==> config.mk <==
export PLATFORM = sky130hd
export DESIGN_NAME = eth_tx_framer
export DESIGN_NICKNAME = d
export VERILOG_FILES = /design/src/rtl/eth_tx_framer.sv
export SDC_FILE = /design/constraint.sdc
export NUM_CORES = 1
export LEC_CHECK = 0
export BUFFER_PORTS_ARGS = -buffer_cell sky130_fd_sc_hd__buf_2
export CAP_MARGIN = 10
export CORE_MARGIN = 10
export CORE_UTILIZATION = 57
export CTS_CLUSTER_DIAMETER = 50
export DETAILED_ROUTE_END_ITERATION = 16
export PLACE_DENSITY = 0.91
export SYNTH_ARGS = -nofsm -noshare
export SYNTH_HDL_FRONTEND = slang
export SYNTH_SLANG_ARGS = --single-unit
==> constraint.sdc <==
create_clock -name clk -period 5.6 [get_ports clk]
set_input_delay 0.28 -clock clk [delete_from_list [all_inputs] [get_ports clk]]
set_output_delay 0.28 -clock clk [all_outputs]
set_load 0.005 [all_outputs]
==> src/rtl/eth_tx_framer.sv <==
// eth_tx_framer: Ethernet MAC transmit framer (preamble, SFD, header, payload, pad, IPG) for RMII/MII/GMII-style PHYs.
// Optional macro ETH_TX_FCS_EN appends the CRC-32 frame check sequence.
module eth_tx_framer #(
  parameter int pMII_WIDTH     = 2,
  parameter int pIPG_BYTES     = 12,
  parameter int pMIN_PKT_BYTES = 60
) (
  input  logic                  clk,
  input  logic                  rst,
  input  logic [47:0]           dest_addr,
  input  logic [47:0]           src_addr,
  input  logic [15:0]           len_type,
  input  logic [7:0]            data_in,
  input  logic                  data_valid,
  input  logic                  data_last,
  output logic                  data_ready,
  output logic [pMII_WIDTH-1:0] txd,
  output logic                  tx_en,
  output logic                  busy,
  output logic                  underrun,
  output logic [3:0]            dbg_state
);
  localparam int SPB = 8 / pMII_WIDTH;
  localparam int SW  = (SPB > 1) ? $clog2(SPB) : 1;
  localparam logic [SW-1:0] SYM_LAST = SW'(SPB - 1);
  localparam logic [10:0]   MIN_CNT  = 11'(pMIN_PKT_BYTES);
  localparam logic [15:0]   GAP_CYC  = 16'(pIPG_BYTES * SPB);
  localparam logic [15:0]   GAP_M1   = 16'(pIPG_BYTES * SPB - 1);

  typedef enum logic [3:0] {
    S_IDLE, S_PREAMBLE, S_SFD, S_DEST, S_SRC, S_LEN, S_DATA, S_PAD, S_FCS, S_IPG
  } state_t;

`ifdef ETH_TX_FCS_EN
  localparam state_t S_AFTER = S_FCS;
`else
  localparam state_t S_AFTER = S_IPG;
`endif

  state_t         state;
  logic [SW-1:0]  sym;
  logic [2:0]     fcnt;
  logic [15:0]    gap;
  logic [10:0]    frame_cnt;
  logic [111:0]   hdr_q;
  logic [7:0]     cur_q;
  logic           last_q;

  logic                  sym0, byte_end, accept, last_now, pad_needed;
  logic [7:0]            new_byte, byte_src;
  logic [10:0]           cnt_inc, cnt_now;
  logic [pMII_WIDTH-1:0] sym_out;

`ifdef ETH_TX_FCS_EN
  logic [31:0] crc_q, crc_nxt;

  function automatic logic [31:0] crc_byte(input logic [31:0] c, input logic [7:0] d);
    logic [31:0] r;
    r = c;
    for (int i = 0; i < 8; i++) r = (r[0] ^ d[i]) ? ((r >> 1) ^ 32'hEDB88320) : (r >> 1);
    return r;
  endfunction

  assign crc_nxt = crc_byte(crc_q, new_byte);
`endif

  // Handshake: a payload byte transfers on the clock edge where data_valid && data_ready.
  // data_ready is high only on the first symbol of each DATA byte; ready without valid is an underrun.
  always_comb begin
    sym0       = (sym == '0);
    byte_end   = (sym == SYM_LAST);
    data_ready = (state == S_DATA) && sym0;
    accept     = data_ready && data_valid;
    underrun   = data_ready && !data_valid;
    busy       = (state != S_IDLE);
    dbg_state  = state;
    case (state)
      S_PREAMBLE:            new_byte = 8'h55;
      S_SFD:                 new_byte = 8'hD5;
      S_DEST, S_SRC, S_LEN:  new_byte = hdr_q[7:0];
      S_DATA:                new_byte = data_in;
`ifdef ETH_TX_FCS_EN
      S_FCS:                 new_byte = ~crc_q[7:0];
`endif
      default:               new_byte = 8'h00;
    endcase
    byte_src   = sym0 ? new_byte : cur_q;
    sym_out    = byte_src[pMII_WIDTH-1:0];
    cnt_inc    = (frame_cnt == 11'h7FF) ? frame_cnt : frame_cnt + 11'd1;
    // A byte loaded this very cycle is already part of the frame count.
    cnt_now    = sym0 ? cnt_inc : frame_cnt;
    last_now   = sym0 ? data_last : last_q;
    pad_needed = (cnt_now < MIN_CNT);
  end

  always_ff @(posedge clk or posedge rst) begin
    if (rst) begin
      state     <= S_IDLE;
      sym       <= '0;
      fcnt      <= '0;
      gap       <= '0;
      frame_cnt <= '0;
      hdr_q     <= '0;
      cur_q     <= '0;
      last_q    <= 1'b0;
      txd       <= '0;
      tx_en     <= 1'b0;
`ifdef ETH_TX_FCS_EN
      crc_q     <= 32'hFFFFFFFF;
`endif
    end else begin
      txd   <= '0;
      tx_en <= 1'b0;
      if ((state inside {[S_PREAMBLE:S_FCS]}) && !underrun) begin
        txd   <= sym_out;
        tx_en <= 1'b1;
      end

      if (state != S_IDLE && state != S_IPG) begin
        sym   <= byte_end ? '0 : sym + SW'(1);
        cur_q <= sym0 ? (new_byte >> pMII_WIDTH) : (cur_q >> pMII_WIDTH);
      end

      if (sym0) begin
        if (state inside {S_DEST, S_SRC, S_LEN}) hdr_q <= hdr_q >> 8;
        if ((state inside {S_DEST, S_SRC, S_LEN, S_PAD}) || accept) begin
          frame_cnt <= cnt_inc;
`ifdef ETH_TX_FCS_EN
          crc_q     <= crc_nxt;
`endif
        end
        if (accept) last_q <= data_last;
`ifdef ETH_TX_FCS_EN
        if (state == S_FCS) crc_q <= crc_q >> 8;
`endif
      end

      case (state)
        S_IDLE: if (data_valid) begin
          state     <= S_PREAMBLE;
          sym       <= '0;
          fcnt      <= '0;
          frame_cnt <= '0;
          last_q    <= 1'b0;
          hdr_q     <= {len_type[7:0], len_type[15:8], src_addr, dest_addr};
`ifdef ETH_TX_FCS_EN
          crc_q     <= 32'hFFFFFFFF;
`endif
        end
        S_PREAMBLE: if (byte_end) begin
          if (fcnt == 3'd6) begin state <= S_SFD; fcnt <= '0; end
          else fcnt <= fcnt + 3'd1;
        end
        S_SFD: if (byte_end) begin state <= S_DEST; fcnt <= '0; end
        S_DEST: if (byte_end) begin
          if (fcnt == 3'd5) begin state <= S_SRC; fcnt <= '0; end
          else fcnt <= fcnt + 3'd1;
        end
        S_SRC: if (byte_end) begin
          if (fcnt == 3'd5) begin state <= S_LEN; fcnt <= '0; end
          else fcnt <= fcnt + 3'd1;
        end
        S_LEN: if (byte_end) begin
          if (fcnt == 3'd1) begin state <= S_DATA; fcnt <= '0; end
          else fcnt <= fcnt + 3'd1;
        end
        S_DATA: begin
          // Starvation already blanked the output, so the gap starts one cycle shorter.
          if (underrun) begin
            state <= S_IPG;
            gap   <= GAP_M1;
          end else if (byte_end && last_now) begin
            if (pad_needed) state <= S_PAD;
            else begin state <= S_AFTER; fcnt <= '0; gap <= GAP_CYC; end
          end
        end
        S_PAD: if (byte_end && !pad_needed) begin
          state <= S_AFTER;
          fcnt  <= '0;
          gap   <= GAP_CYC;
        end
        S_FCS: if (byte_end) begin
          if (fcnt == 3'd3) begin state <= S_IPG; gap <= GAP_CYC; end
          else fcnt <= fcnt + 3'd1;
        end
        S_IPG: begin
          if (gap == 16'd0) state <= S_IDLE;
          else gap <= gap - 16'd1;
        end
        default: state <= S_IDLE;
      endcase
    end
  end
endmodule

==> flow_metrics.env, run 1 <==
export IMPL_outcome="finished clean"
export IMPL_grt_pass1_wl_mm=32.93
export IMPL_drv_cap=0
export IMPL_grt_overflow=0
export IMPL_antenna_cells=0
export IMPL_ioPinCount=134
export IMPL_synthDistinctLibCells=62
export IMPL_ys_warn_count=0
export IMPL_cp_max_fo=22
export IMPL_tightest_slew_ps=896.4
export IMPL_layout_commonest_cell="dfrtp_1"
export IMPL_clk_latency_ps=420
export IMPL_gp_congestion=0.9297
export IMPL_cp_required_ps=5900
export IMPL_finalCriticalPeriod_ps=3563
export IMPL_routed_via_count=6784
export IMPL_slew_headroom=0.4024
export IMPL_fin_setup_tns_ps=0
export IMPL_drt_total_wl_mm=19.87
export IMPL_synth_area_leaders="dfrtp_1 48%, mux2i_1 14%, o21ai_0 8.1%, nand2_1 6.4%, clkbuf_1 2.0%"
export IMPL_cts_sinks=158
export IMPL_die_area_sq_um=19590
export IMPL_critPathArrivalTime_ps=3870
export IMPL_dieHeight_um=140.0
export IMPL_cts_resized_gates=0
export IMPL_synth_edff_count=0
export IMPL_port_buffers=133
export IMPL_reg2reg_from="dbg_state[0]"
export IMPL_synth_top_area_cell="dfrtp_1"
export IMPL_fin_hold_ws_ps=21.57
export IMPL_fmax_mhz=280.7
export IMPL_hold_violations=0
export IMPL_area_growth_pct=15.32
export IMPL_worst_r2r_endpoint="gap[8]"
export IMPL_synth_nets=999
export IMPL_yosysTopAreaCellShare=0.4821
export IMPL_core_area_sq_um=13990
export IMPL_setup_violations=0
export IMPL_layout_common_cells="158 x dfrtp_1, 140 x nand2_1, 133 x o21ai_0, 133 x buf_2, 112 x mux2i_1"
export IMPL_antenna_found_initial=0
export IMPL_cts_tree="done"
export IMPL_cts_inserted_buffers=17
export IMPL_cts_setup_buffers=0
export IMPL_power_leakage_nw=4.016
export IMPL_synthArstFlopShare=1.000
export IMPL_fin_util=0.6761
export IMPL_final_nets=1094
export IMPL_end_kind="flop"
export IMPL_wl_per_cell_um=17.24
export IMPL_clk_pin_slew_worst_paths_ps=60
export IMPL_clk_path_buf_depth=2
export IMPL_ys_seq_area_frac=0.4821
export IMPL_drive_above_1_share=0.1871
export IMPL_first_pass_iters=5
export IMPL_worst_r2r_cell_count=7
export IMPL_drv_slew=0
export IMPL_root_buffer="clkbuf_16"
export IMPL_drtIter0Drc=589
export IMPL_ff2ff_setup_slack_ps=2040
export IMPL_dp_hpwl_mm=13.89
export IMPL_ys_ff_latch=158
export IMPL_synth_area_sq_um=8202
export IMPL_cts_hold_buf=0
export IMPL_initial_utilization=0.5863
export IMPL_skew_ps=8.299
export IMPL_period_share=0.6362
export IMPL_holdCritPathClass="input port to asynchronous set/reset pin"
export IMPL_h_tree_depth=4
export IMPL_grt_start_max_net_pins=134
export IMPL_grt_total_usage=0.1993
export IMPL_rsz0062_at_grt="no"
export IMPL_final_area_sq_um=9458
export IMPL_first_global_vias=6804
export IMPL_syn_area_per_cell_sq_um=9.471
export IMPL_vias_per_cell=5.884
export IMPL_synth_ff_type="dfrtp_1"
export IMPL_critPathKind="flop to flop"
export IMPL_powerDensity_nw_per_um2=515.1
export IMPL_drcViolationCount=0
export IMPL_nFillCells=1080
export IMPL_startpoint_type="flop"
export IMPL_dpl_cell_area_sq_um=8916
export IMPL_die_x_um=140.0
export IMPL_detail_route_antenna_nets=0
export IMPL_synthesis_instances=866
export IMPL_ir_drop_uv=260.0
export IMPL_row_count=43
==> report_power, final <==
group,internal (mW),switching (mW)
Combinational,0.784,1.01
Clock,0.624,0.441
Sequential,1.63,0.387
Total,3.04,1.83
==> critical path, stage by stage, from the launching register on <==
cell	delay (ps)
dfrtp_1	770
inv_2	220
or3_1	640
a41oi_2	690
a211oi_1	90
or2_1	360
a21o_1	300
a221o_1	370
==> cell type report <==
class | count | area, sq um | share of cell area
Clock buffer | 27 | 513.0 | 0.05424
Tap cell | 180 | 225.2 | 0.02381
Timing Repair Buffer | 139 | 735.7 | 0.07779
Multi-Input combinational cell | 625 | 3921 | 0.4146
Inverter | 20 | 80.08 | 0.008467
Sequential cell | 158 | 3954 | 0.4180
Clock inverter | 4 | 28.78 | 0.003043
==> state kept, by name (all words and copies together), names as in the netlist <==
name	cells
frame_cnt	11
gap	16
sym	2
hdr_q	112
last_q	1
fcnt	3
cur_q	6
dbg_state	4
txd	2
tx_en	1
==> metal layers <==
metal  GRT usage  wire length, um  vias up
li1            -                -     3253
met1      0.2605             8623     3190
met2      0.3125             9449      286
met3     0.05037             1339       55
met4     0.07337              461        0
met5           0                0        -
==> Yosys cell counts (9+ instances only) <==
cell      count
a211oi_1      9
a21oi_1      22
a22o_1       11
a31oi_1      10
buf_2        13
clkbuf_1     44
dfrtp_1     158
ha_1          9
inv_1        17
mux2i_1     112
nand2_1     140
nand2b_1      9
nand3_1      19
nor2_1       43
nor3b_1      10
o21ai_0     133
==> how the worst max path moves through the flow <==
| stage | start | to | slack (ps) | cells past startpoint |
|---|---|---|---|---|
| after floorplan | rst | cur_q[0] | 1060 | 1 |
| final | dbg_state[0] | gap[8] | 2040 | 7 |
| after detailed placement | dbg_state[0] | gap[8] | 2130 | 7 |
| after global placement | dbg_state[0] | gap[8] | 2230 | 7 |
| after CTS | dbg_state[0] | gap[8] | 2120 | 7 |
| after global routing | dbg_state[0] | gap[8] | 1800 | 7 |
==> stage by stage <==
stage / instances / worst slack [ps] / total power, mW
after floorplan: 866 / 1057 / 3.268
after global placement: 1122 / 2234 / 3.691
after detailed placement: 1122 / 2133 / 3.793
after CTS: 1153 / 2121 / 4.875
after global routing: 1153 / 1804 / 5.223
final: 1153 / 2037 / 4.872
==> kinds of logic (layout without fill, tap and decap cells) <==
group	Yosys count	count (layout)	share of synthesized area
simple gates	269	269	0.1516
compound gates	223	223	0.1602
flops	158	158	0.4821
mux	118	118	0.1449
buf+inv	83	190	0.04104
fa+ha+maj	9	9	0.01373
xor+xnor	6	6	0.006407
Power figures use the tool's default switching activity.
==> inputs of run 2 (changes only) <==
--- a/config.mk
+++ b/config.mk
@@ -5,6 +5,7 @@
 export SDC_FILE = /design/constraint.sdc
 export NUM_CORES = 1
 export LEC_CHECK = 0
+export ABC_AREA = 1
 export BUFFER_PORTS_ARGS = -buffer_cell sky130_fd_sc_hd__buf_2
 export CAP_MARGIN = 10
 export CORE_MARGIN = 10
==> constraint.sdc (replaced) <==
create_clock -name clk -period 3.7 [get_ports clk]
set_input_delay 0.185 -clock clk [delete_from_list [all_inputs] [get_ports clk]]
set_output_delay 0.185 -clock clk [all_outputs]
set_load 0.005 [all_outputs]
==> run 2 against run 1 <==
  * Fmax increased by 34%
  * Non-clock buffer count rose by 18
  * Global-route usage is 2.8 points higher
  * Critical endpoint is now hdr_q[13]
  * Register-to-register slack worse by 1000 ps
  * Cell area rose by 3.9%
  * First-iteration DRC count rose by 44%
  * Core utilization up 0.28 points
  * Die area is 1.8% higher
  * Flip-flop and latch count did not move
==> flow_metrics.env, run 2 <==
export IMPL_worst_r2r_cell_count=9
export IMPL_cp_required_ps=4040
export IMPL_grtUsageMet2=0.3560
export IMPL_skew_ps=7.500
export IMPL_grt_start_max_net_pins=164
export IMPL_drcViolationCount=0
export IMPL_antenna_cells=0
export IMPL_cts_resized_gates=0
export IMPL_ioPinCount=134
export IMPL_crit_slowest_cell="inv_6"
export IMPL_ys_seq_area_frac=0.4719
export IMPL_h_tree_depth=4
export IMPL_hold_violations=0
export IMPL_critPathArrivalTime_ps=3000
export IMPL_synth_top_area_cell="dfrtp_1"
export IMPL_reg_top3="hdr_q x112, gap x16, frame_cnt x11"
export IMPL_grt_pass1_wl_mm=37.47
export IMPL_finalCriticalPeriod_ps=2662
export IMPL_synth_nets=1214
export IMPL_area_growth_pct=17.32
export IMPL_nFillCells=1111
export IMPL_yosysTopAreaCellShare=0.4719
export IMPL_synth_ff_type="dfrtp_1"
export IMPL_grtUsageMet3=0.05946
export IMPL_routed_via_count=8116
export IMPL_grt_overflow=0
export IMPL_synthArstFlopShare=1.000
export IMPL_powerDensity_nw_per_um2=881.0
export IMPL_slowest_delay_ps=670
export IMPL_vias_per_cell=5.868
export IMPL_clk_path_buf_depth=2
export IMPL_clk_pin_slew_worst_paths_ps=60
export IMPL_root_buffer="clkbuf_16"
export IMPL_tightest_slew_ps=1137
export IMPL_synth_most_common_cell="nand2_1"
export IMPL_hold_path_depth=3
export IMPL_grt_busiest_layer="met2"
export IMPL_outcome="finished clean"
export IMPL_slew_headroom=0.2423
export IMPL_die_area_sq_um=19950
export IMPL_power_leakage_nw=4.852
export IMPL_synthDistinctLibCells=43
export IMPL_fin_setup_tns_ps=0
export IMPL_largest_register_ff_count=112
export IMPL_timing_critical_path_mode_cell="nor2_1"
export IMPL_row_count=44
export IMPL_synth_edff_count=0
export IMPL_drive_above_1_share=0.1710
export IMPL_final_nets=1319
export IMPL_synthTopCellsByCount="239 x nand2_1, 158 x dfrtp_1, 154 x nor2_1, 140 x nand3_1, 103 x a31oi_1"
export IMPL_wl_per_cell_um=16.78
export IMPL_total_power_mw=8.660
export IMPL_clk_latency_ps=430
export IMPL_cp_max_fo=163
export IMPL_ys_ff_latch=158
export IMPL_first_pass_iters=7
export IMPL_antenna_found_initial=0
export IMPL_grt_use_met1=0.2971
export IMPL_first_global_vias=7688
export IMPL_rsz0062_at_grt="no"
export IMPL_initial_utilization=0.5786
export IMPL_cp_cell_sequence="nor2_1 > inv_1 > nor2_1 > inv_1 > nor2_2 > inv_6 > buf_4 > nor2_1 > a31oi_1"
export IMPL_synth_area_leaders="dfrtp_1 47%, nand2_1 11%, nand3_1 8.4%, a31oi_1 7.7%, nor2_1 6.9%"
export IMPL_gp_congestion=0.9300
export IMPL_cts_sinks=158
export IMPL_drv_slew=0
export IMPL_critPathKind="flop to flop"
export IMPL_port_buffers=133
export IMPL_grt_total_usage=0.2269
export IMPL_drv_cap=0
export IMPL_dieHeight_um=141.2
export IMPL_holdCritPathClass="input port to flop"
export IMPL_cts_tree="done"
export IMPL_core_area_sq_um=14480
export IMPL_layout_common_cells="237 x nand2_1, 158 x dfrtp_1, 154 x nor2_1, 140 x nand3_1, 133 x buf_2"
export IMPL_startpoint_type="flop"
export IMPL_ys_warn_count=0
export IMPL_syn_area_per_cell_sq_um=7.750
export IMPL_layout_commonest_cell="nand2_1"
export IMPL_die_x_um=141.2
export IMPL_end_kind="flop"
export IMPL_drtIter0Drc=850
export IMPL_fmax_mhz=375.6
export IMPL_drt_total_wl_mm=23.21
export IMPL_detail_route_antenna_nets=0
export IMPL_period_share=0.7195
export IMPL_synth_area_sq_um=8378
export IMPL_largest_register="hdr_q"
export IMPL_ir_drop_uv=593.6
export IMPL_dp_hpwl_mm=15.16
export IMPL_setup_violations=0
export IMPL_cts_inserted_buffers=17
export IMPL_synthesis_instances=1081
==> run 2: logic make-up after synthesis <==
family	count (synthesis)	synth area share
AND/OR/NAND/NOR	593	0.3130
adder cells (fa/ha/maj)	9	0.01344
buffers and inverters	138	0.06750
XOR/XNOR	11	0.01150
AO/OA/AOI/OAI	172	0.1226
flip-flops	158	0.4719
==> run 2: layout make-up <==
class | count | area, sq um | area share
Multi-Input combinational cell | 785 | 3886 | 0.3954
Inverter | 67 | 260.3 | 0.02648
Tap cell | 184 | 230.2 | 0.02342
Clock buffer | 23 | 488.0 | 0.04964
Timing Repair Buffer | 157 | 878.3 | 0.08936
Clock inverter | 9 | 132.6 | 0.01349
Sequential cell | 158 | 3954 | 0.4022
==> run 2: through the flow <==
stage                       util  std cells  hold slack (ps)  instance area (sq um)  setup WS [ps]
after global placement    0.6270       1338            385.5                   9079           1111
after detailed placement  0.6270       1338            393.7                   9079           1085
after CTS                 0.6789       1383            11.82                   9829           1058
final                     0.6789       1383            12.32                   9829           1038
after global routing      0.6789       1383            25.35                   9829          755.0
after floorplan                -       1081            301.8                   8382           1514
==> run 2: what timing repair did <==
item | CTS | global route
endpoints found under the hold margin | 49 | 0
setup endpoints to repair | 0 | 0
setup buffers | 0 | 0
hold buffers | 13 | 0
==> run 2: final timing paths <==
kind                       slack (ps)           end          start
max                              1040     hdr_q[13]   dbg_state[2]
min                                10     hdr_q[42]  dest_addr[42]
max reg2reg                      1040     hdr_q[13]   dbg_state[2]
min reg2reg                       500      cur_q[2]       cur_q[2]
max in group asynchronous        2130      hdr_q[2]            rst
min in group asynchronous         470  frame_cnt[1]            rst
==> run 2: critical path, delay by kind of cell (launching register included) <==
kind / cells / cell delay [ps]
AND/OR/NAND/NOR: 4 / 370
AO/OA/AOI/OAI: 1 / 180
flip-flops: 1 / 470
buffers and inverters: 4 / 1450
==> run 2: where the power goes <==
group	total (mW)	leakage, nW	internal (mW)	switching (mW)
Combinational	3.76	2.68	1.26	2.50
Clock	1.84	0.299	1.13	0.711
Sequential	3.05	1.87	2.53	0.522
Total	8.66	4.85	4.93	3.73
==> run 2: per-layer routing <==
layer,vias up,share of wire
li1,3855,-
met1,3831,0.42
met2,384,0.47
met3,46,0.085
met4,0,0.026
met5,-,0
